==> src/rtl/maze_pkg.sv <==
// Shared types and constants for the maze carver.
// Directions, carver states, LFSR taps and the direction picker.
package maze_pkg;

    localparam int unsigned W_DEF = 16;
    localparam int unsigned H_DEF = 12;

    typedef enum logic [1:0] {
        DIR_N = 2'd0,
        DIR_E = 2'd1,
        DIR_S = 2'd2,
        DIR_W = 2'd3
    } dir_e;

    // Right-shifting Fibonacci form: taps 16,14,13,11 sit on bits 0,2,3,5.
    localparam logic [15:0] LFSR_TAPS     = 16'h002D;
    localparam logic [15:0] SEED_FALLBACK = 16'hACE1;

    typedef enum logic [2:0] {
        ST_IDLE,
        ST_CLEAR,
        ST_SEED,
        ST_PICK,
        ST_STEP,
        ST_POP,
        ST_DONE
    } state_e;

    // First set mask bit scanning N->E->S->W cyclically from start.
    function automatic dir_e pick_dir(input logic [3:0] mask,
                                      input logic [1:0] start);
        logic [1:0] idx;
        logic       hit;
        pick_dir = dir_e'(start);
        hit      = 1'b0;
        for (int i = 0; i < 4; i++) begin
            idx = start + 2'(i);
            if (!hit && mask[idx]) begin
                pick_dir = dir_e'(idx);
                hit      = 1'b1;
            end
        end
    endfunction

endpackage

==> src/rtl/maze_lfsr16.sv <==
// Free-running 16-bit Fibonacci LFSR, reloaded with SEED on reset.
// Ports: clk, rst_n (sync, active-low), q[15:0] current state.
module maze_lfsr16
    import maze_pkg::*;
#(
    parameter logic [15:0] SEED = SEED_FALLBACK
) (
    input  logic        clk,
    input  logic        rst_n,
    output logic [15:0] q
);

    // An all-zero state would lock the register up.
    localparam logic [15:0] INIT = (SEED == 16'h0) ? SEED_FALLBACK : SEED;

    logic [15:0] q_q, q_d;

    always_comb begin
        q_d = {^(q_q & LFSR_TAPS), q_q[15:1]};
    end

    always_ff @(posedge clk) begin
        if (!rst_n) begin
            q_q <= INIT;
        end else begin
            q_q <= q_d;
        end
    end

    assign q = q_q;

endmodule

==> src/rtl/maze_carver.sv <==
// Depth-first backtracking maze generator with wall map read port.
// Ports: clk, rst_n, carve/finished_carve handshake, busy, maze_valid, rd_x/rd_y -> rd_wall_right/rd_wall_down.
module maze_carver
    import maze_pkg::*;
#(
    parameter int unsigned W    = W_DEF,
    parameter int unsigned H    = H_DEF,
    parameter logic [15:0] SEED = SEED_FALLBACK
) (
    input  logic                   clk,
    input  logic                   rst_n,
    input  logic                   carve,
    output logic                   finished_carve,
    output logic                   busy,
    output logic                   maze_valid,
    // One spare code per axis so out-of-range coordinates are expressible.
    input  logic [$clog2(W+1)-1:0] rd_x,
    input  logic [$clog2(H+1)-1:0] rd_y,
    output logic                   rd_wall_right,
    output logic                   rd_wall_down
);

    localparam int N   = W * H;
    localparam int IW  = (N > 1) ? $clog2(N) : 1;
    // Storage rounded up to a power of two so every index is in range.
    localparam int NP  = 1 << IW;
    localparam int SPW = $clog2(N + 1);

    state_e         state_q, state_d;
    logic [SPW-1:0] sp_q, sp_d;
    logic [IW-1:0]  clr_q, clr_d;
    logic           valid_q, valid_d;

    dir_e           dir_q;
    logic [IW-1:0]  nbr_q;
    logic [NP-1:0]  wall_r_q, wall_d_q, visited_q;
    logic [IW-1:0]  stack_q [NP];

    logic [15:0]    lfsr;
    logic           lfsr_unused;
    logic [IW-1:0]  cur;
    int unsigned    cx, cy;
    logic [IW-1:0]  nidx [4];
    logic [3:0]     mask;
    dir_e           dir_pick;

    maze_lfsr16 #(.SEED(SEED)) u_lfsr (
        .clk   (clk),
        .rst_n (rst_n),
        .q     (lfsr)
    );

    assign lfsr_unused = ^lfsr[15:2];

    // Top-of-stack cell and its unvisited neighbours.
    always_comb begin
        cur         = stack_q[IW'(sp_q - SPW'(1))];
        cx          = 32'(cur) % W;
        cy          = 32'(cur) / W;
        nidx[DIR_N] = IW'(32'(cur) - W);
        nidx[DIR_E] = IW'(32'(cur) + 1);
        nidx[DIR_S] = IW'(32'(cur) + W);
        nidx[DIR_W] = IW'(32'(cur) - 1);
        mask        = 4'b0;
        if (cy > 0)     mask[DIR_N] = ~visited_q[nidx[DIR_N]];
        if (cx < W - 1) mask[DIR_E] = ~visited_q[nidx[DIR_E]];
        if (cy < H - 1) mask[DIR_S] = ~visited_q[nidx[DIR_S]];
        if (cx > 0)     mask[DIR_W] = ~visited_q[nidx[DIR_W]];
        dir_pick    = pick_dir(mask, lfsr[1:0]);
    end

    assign busy = state_q inside {ST_CLEAR, ST_SEED, ST_PICK,
                                  ST_STEP, ST_POP};

    always_comb begin
        state_d = state_q;
        sp_d    = sp_q;
        clr_d   = clr_q;
        valid_d = valid_q;
        unique case (state_q)
            ST_IDLE: begin
                if (carve) begin
                    state_d = ST_CLEAR;
                    clr_d   = '0;
                    valid_d = 1'b0;
                end
            end
            ST_CLEAR: begin
                clr_d = clr_q + IW'(1);
                if (clr_q == IW'(N - 1)) state_d = ST_SEED;
            end
            ST_SEED: begin
                sp_d    = SPW'(1);
                state_d = ST_PICK;
            end
            ST_PICK: begin
                state_d = (mask == 4'b0) ? ST_POP : ST_STEP;
            end
            ST_STEP: begin
                sp_d    = sp_q + SPW'(1);
                state_d = ST_PICK;
            end
            ST_POP: begin
                sp_d = sp_q - SPW'(1);
                if (sp_q == SPW'(1)) begin
                    state_d = ST_DONE;
                    valid_d = 1'b1;
                end else begin
                    state_d = ST_PICK;
                end
            end
            ST_DONE: begin
                if (!carve) state_d = ST_IDLE;
            end
            default: state_d = ST_IDLE;
        endcase
        // Dropping carve mid-build throws the partial maze away.
        if (busy && !carve) begin
            state_d = ST_IDLE;
            sp_d    = '0;
            valid_d = 1'b0;
        end
    end

    always_ff @(posedge clk) begin
        if (!rst_n) begin
            state_q <= ST_IDLE;
            sp_q    <= '0;
            clr_q   <= '0;
            valid_q <= 1'b0;
        end else begin
            state_q <= state_d;
            sp_q    <= sp_d;
            clr_q   <= clr_d;
            valid_q <= valid_d;
        end
    end

    // Cell array and stack are deliberately left unreset.
    always_ff @(posedge clk) begin
        if (state_q == ST_CLEAR) begin
            wall_r_q[clr_q]  <= 1'b1;
            wall_d_q[clr_q]  <= 1'b1;
            visited_q[clr_q] <= 1'b0;
        end
        if (state_q == ST_SEED) begin
            visited_q[0] <= 1'b1;
            stack_q[0]   <= '0;
        end
        if (state_q == ST_PICK) begin
            dir_q <= dir_pick;
            nbr_q <= nidx[dir_pick];
        end
        if (state_q == ST_STEP) begin
            unique case (dir_q)
                DIR_N: wall_d_q[nbr_q] <= 1'b0;
                DIR_E: wall_r_q[cur]   <= 1'b0;
                DIR_S: wall_d_q[cur]   <= 1'b0;
                DIR_W: wall_r_q[nbr_q] <= 1'b0;
            endcase
            visited_q[nbr_q]      <= 1'b1;
            stack_q[sp_q[IW-1:0]] <= nbr_q;
        end
    end

    assign maze_valid     = valid_q;
    assign finished_carve = (state_q == ST_DONE) && carve;

    logic [IW-1:0] ridx;
    logic          rd_in;

    always_comb begin
        rd_in         = (32'(rd_x) < W) && (32'(rd_y) < H);
        ridx          = IW'(32'(rd_y) * W + 32'(rd_x));
        rd_wall_right = 1'b1;
        rd_wall_down  = 1'b1;
        if (valid_q && rd_in) begin
            if (32'(rd_x) != W - 1) rd_wall_right = wall_r_q[ridx];
            if (32'(rd_y) != H - 1) rd_wall_down  = wall_d_q[ridx];
        end
    end

endmodule
==> config.mk <==
export PLATFORM = sky130hd
export DESIGN_NAME = maze_carver
export DESIGN_NICKNAME = d
export VERILOG_FILES = /design/src/rtl/maze_pkg.sv /design/src/rtl/maze_lfsr16.sv /design/src/rtl/maze_carver.sv
export SDC_FILE = /design/constraint.sdc
export NUM_CORES = 2
export LEC_CHECK = 0
export CORE_ASPECT_RATIO = 2
export CORE_MARGIN = 2
export CORE_UTILIZATION = 28
export CTS_CLUSTER_DIAMETER = 80
export CTS_CLUSTER_SIZE = 10
export DETAILED_ROUTE_END_ITERATION = 10
export PLACE_DENSITY = 0.42
export SYNTH_ARGS = -nofsm -noshare
export SYNTH_HDL_FRONTEND = slang
export SYNTH_SLANG_ARGS = --single-unit
==> constraint.sdc <==
create_clock -name clk -period 15.6 [get_ports clk]
set_input_delay 1.56 -clock clk [delete_from_list [all_inputs] [get_ports clk]]
set_output_delay 1.56 -clock clk [all_outputs]
set_load 0.01 [all_outputs]
==> reports/qor.txt <==
CP Class: register to register
clk buf depth: 4
CP Data Arrival Time: 11970 ps
final worst slack: 4300 ps
Synth area leaders: edfxtp_1 48%, dfxtp_1 13%, mux4_2 13%
min-delay worst type: register to register
Critical-path top delay cell: a2111oi_1
gr ovfl total: 0
final non-filler cell total: 15.3k
Net Count, Synth: 9420
Chip Width: 481 um
Fin Setup TNS: 0 ps
Setup crit start: sp_q[0]
crit path launch type: register
fmax: 0.0885 GHz
average size of a mapped cell: 13.6 um2
CP dominant cell by count: buf_4
DP HPWL: 432000 um
CP Depth: 24
capturing point of the worst reg2reg path: nbr_q[6]
Top Ports: 17
Nets: 9217
CTS sink cnt: 2862
row count: 350
Worst Path Max Fanout: 95
H-tree Lvls: 5
Post-DRT Antenna Nets: 0
Worst Setup EP: nbr_q[6]
R2R depth: 24
area leader, netlist: edfxtp_1
global-route wire length before repair: 833000 um
FF-to-FF Start: sp_q[0]
largest net degree at the start of global routing: 227
vias per cell: 5.85
synth cell count leaders: 2058 x edfxtp_1, 874 x nor2_1, 804 x dfxtp_1, 713 x mux4_2, 612 x clkbuf_1
crit path time final: 11300 ps
Max IR drop VDD: 0.000104 V
CTS Buf Count: 333
relative slew slack: -0.0727
outcome: finished with violations
Synth Register Bits: 2862
post-route clock period utilization: 0.724
DP Cell Count: 14.8k
Leak Pwr: 43.8 nW
Post CTS Setup Buffer Count: 0
unrepaired setup endpoints after global routing: false
fin area: 144000 um2
Clock transition at path regs: 70 ps
Post-synth EDFFs: 2058
Total GRT Usage: 0.265
Max Transition Viols Final: 4
dpl cell area: 135000 um2
Hold Vio Cnt, Final: 0
CTS tree: done
Clock Latency Late Sink: 980 ps
CTS root buf: clkbuf_16
die area: 462000 um2
Post-synth ARST share: 0
initial antenna violation count: 34
overall power: 18.0 mW
Worst-Margin Slew: 1560 ps
IO Port Bufs: 16
vias in the first global route: 91.1k
drt wl/cell: 40.8 um
Seq/Total Area, Yosys: 0.610
DR DRC count: 0
Initial Utilization: 0.281
CP cell instances: buf_12, buf_4, buf_4, mux4_2, mux2i_1, o2111a_1, a2111oi_1, buf_4, nor4_2, a21oi_4, buf_12, buf_12, nand3_2, nor2_2, xnor2_1, nand2_1, a2111oi_1, buf_4, nor4b_1, o21ai_4, a22oi_2, o211ai_4, inv_2, mux2_2
CP Buf/Inv Count: 8
Critical Path Max Stage Delay: 1190 ps
DRT iter0 DRCs: 8523
layout cells sized above 1: 0.183
Yosys top cell area share: 0.484
post_cts resized: 0
DRT Pass-1 Iters: 9
total wire length: 625000 um
core footprint: 454000 um2
max_cap viols: 4
Critical Path RT: 16270 ps
distinct cell type count after synthesis: 117
count leader, synth: edfxtp_1
quantity of hold-fixing buffers added after cts: 0
Top Family by Delay on Critical Path: buffers and inverters
# setup viols final: 0
Post-synth top flop: edfxtp_1
failing checks: max-capacitance violations, max-slew violations
chip height: 959 um
via count: 89.6k
Worst setup EP type: register
cell area after synthesis: 128000 um2
warnings from Yosys: 0
Gate Count Post-Synth: 9394
Post-Place Setup Slack: 4060 ps
Clock Skew: 66.0 ps
Area Growth Syn to Fin: 12.9%
PD cells: 125 nW/um2
Reg2Reg Setup Slack: 4300 ps
GPL Wtd Cong: 1.01
sequential cells by signal, indices dropped and copies added, names as in the netlist:
register and flops:
wall_r_q 256, sp_q 8, state_q 3, wall_d_q 256
dir_q 2, visited_q 256, maze_valid 1, clr_q 8
stack_q 2048, nbr_q 8, u_lfsr.q 16
cells by family (layout without fill, tap and decap cells):
family,count (synthesis),after routing,synth area share
simple gates,2305,2305,0.0814
compound gates,2150,2150,0.120
mux,990,990,0.148
buf+inv,1038,906,0.0359
flops,2862,2862,0.610
other cells,0,74,0
xor+xnor,35,35,0.00284
fa+ha+maj,14,14,0.00137
cell usage in the layout, fill, tap and decap left out, types with 54 or more instances in the layout:
cell type / netlist / final
nor2_1: 874 / 847
edfxtp_1: 2058 / 2058
o21ai_0: 299 / 298
nor3_1: 570 / 556
diode_2: 0 / 74
o22ai_1: 54 / 54
a21oi_1: 279 / 279
dfxtp_1: 804 / 801
inv_1: 141 / 140
o22a_1: 500 / 500
buf_4: 48 / 315
mux4_2: 713 / 713
clkbuf_16: 0 / 338
nand2_1: 444 / 387
nand3_1: 171 / 157
o31ai_1: 104 / 103
mux2i_1: 231 / 231
o2bb2ai_1: 124 / 124
a31oi_1: 408 / 408
o211ai_1: 86 / 86
stage by stage:
step / utilization / hold WS, ps
2_1_floorplan: - / 386
3_3_place_gp: 0.297 / 409
3_5_place_dp: 0.297 / 400
4_1_cts: 0.317 / 418
5_1_grt: 0.317 / 432
6_report: 0.317 / 416
where the power goes:
part	leakage, nW	internal [mW]	total (mW)	switching, mW
clock network	4.39	3.90	7.13	3.23
logic	14.6	0.735	2.77	2.03
registers	24.8	8.09	8.14	0.0469
total	43.8	12.7	18.0	5.31
final cells by class:
type / count / area, um2
Sequential cell: 2862 / 77900
Tap cell: 5984 / 7490
Clock inverter: 26 / 393
Clock buffer: 380 / 8630
Fill cell: 44700 / 310000
Multi-Input combinational cell: 5494 / 46000
Timing Repair Buffer: 352 / 2930
Antenna cell: 74 / 185
Inverter: 148 / 556
how the worst min path moves through the flow:
stage | start | to | slack, ps | depth (start not counted)
6_report | u_lfsr.q[14] | u_lfsr.q[13] | 420 | 1
5_1_grt | u_lfsr.q[6] | u_lfsr.q[5] | 430 | 1
4_1_cts | u_lfsr.q[14] | u_lfsr.q[13] | 420 | 1
3_5_place_dp | u_lfsr.q[14] | u_lfsr.q[13] | 400 | 1
3_3_place_gp | u_lfsr.q[11] | u_lfsr.q[10] | 410 | 1
2_1_floorplan | u_lfsr.q[11] | u_lfsr.q[10] | 390 | 1
metal layers:
layer | vias to the layer above | routed length, um | GRT usage | share of wire
met4 | 8 | 73600 | 0.258 | 0.12
met2 | 4391 | 329000 | 0.486 | 0.53
li1 | 36600 | - | - | -
met5 | - | 50 | 0 | 0.000080
met1 | 46700 | 192000 | 0.248 | 0.31
met3 | 1898 | 31000 | 0.0388 | 0.050
No activity file was read; power rests on OpenSTA's default activity.
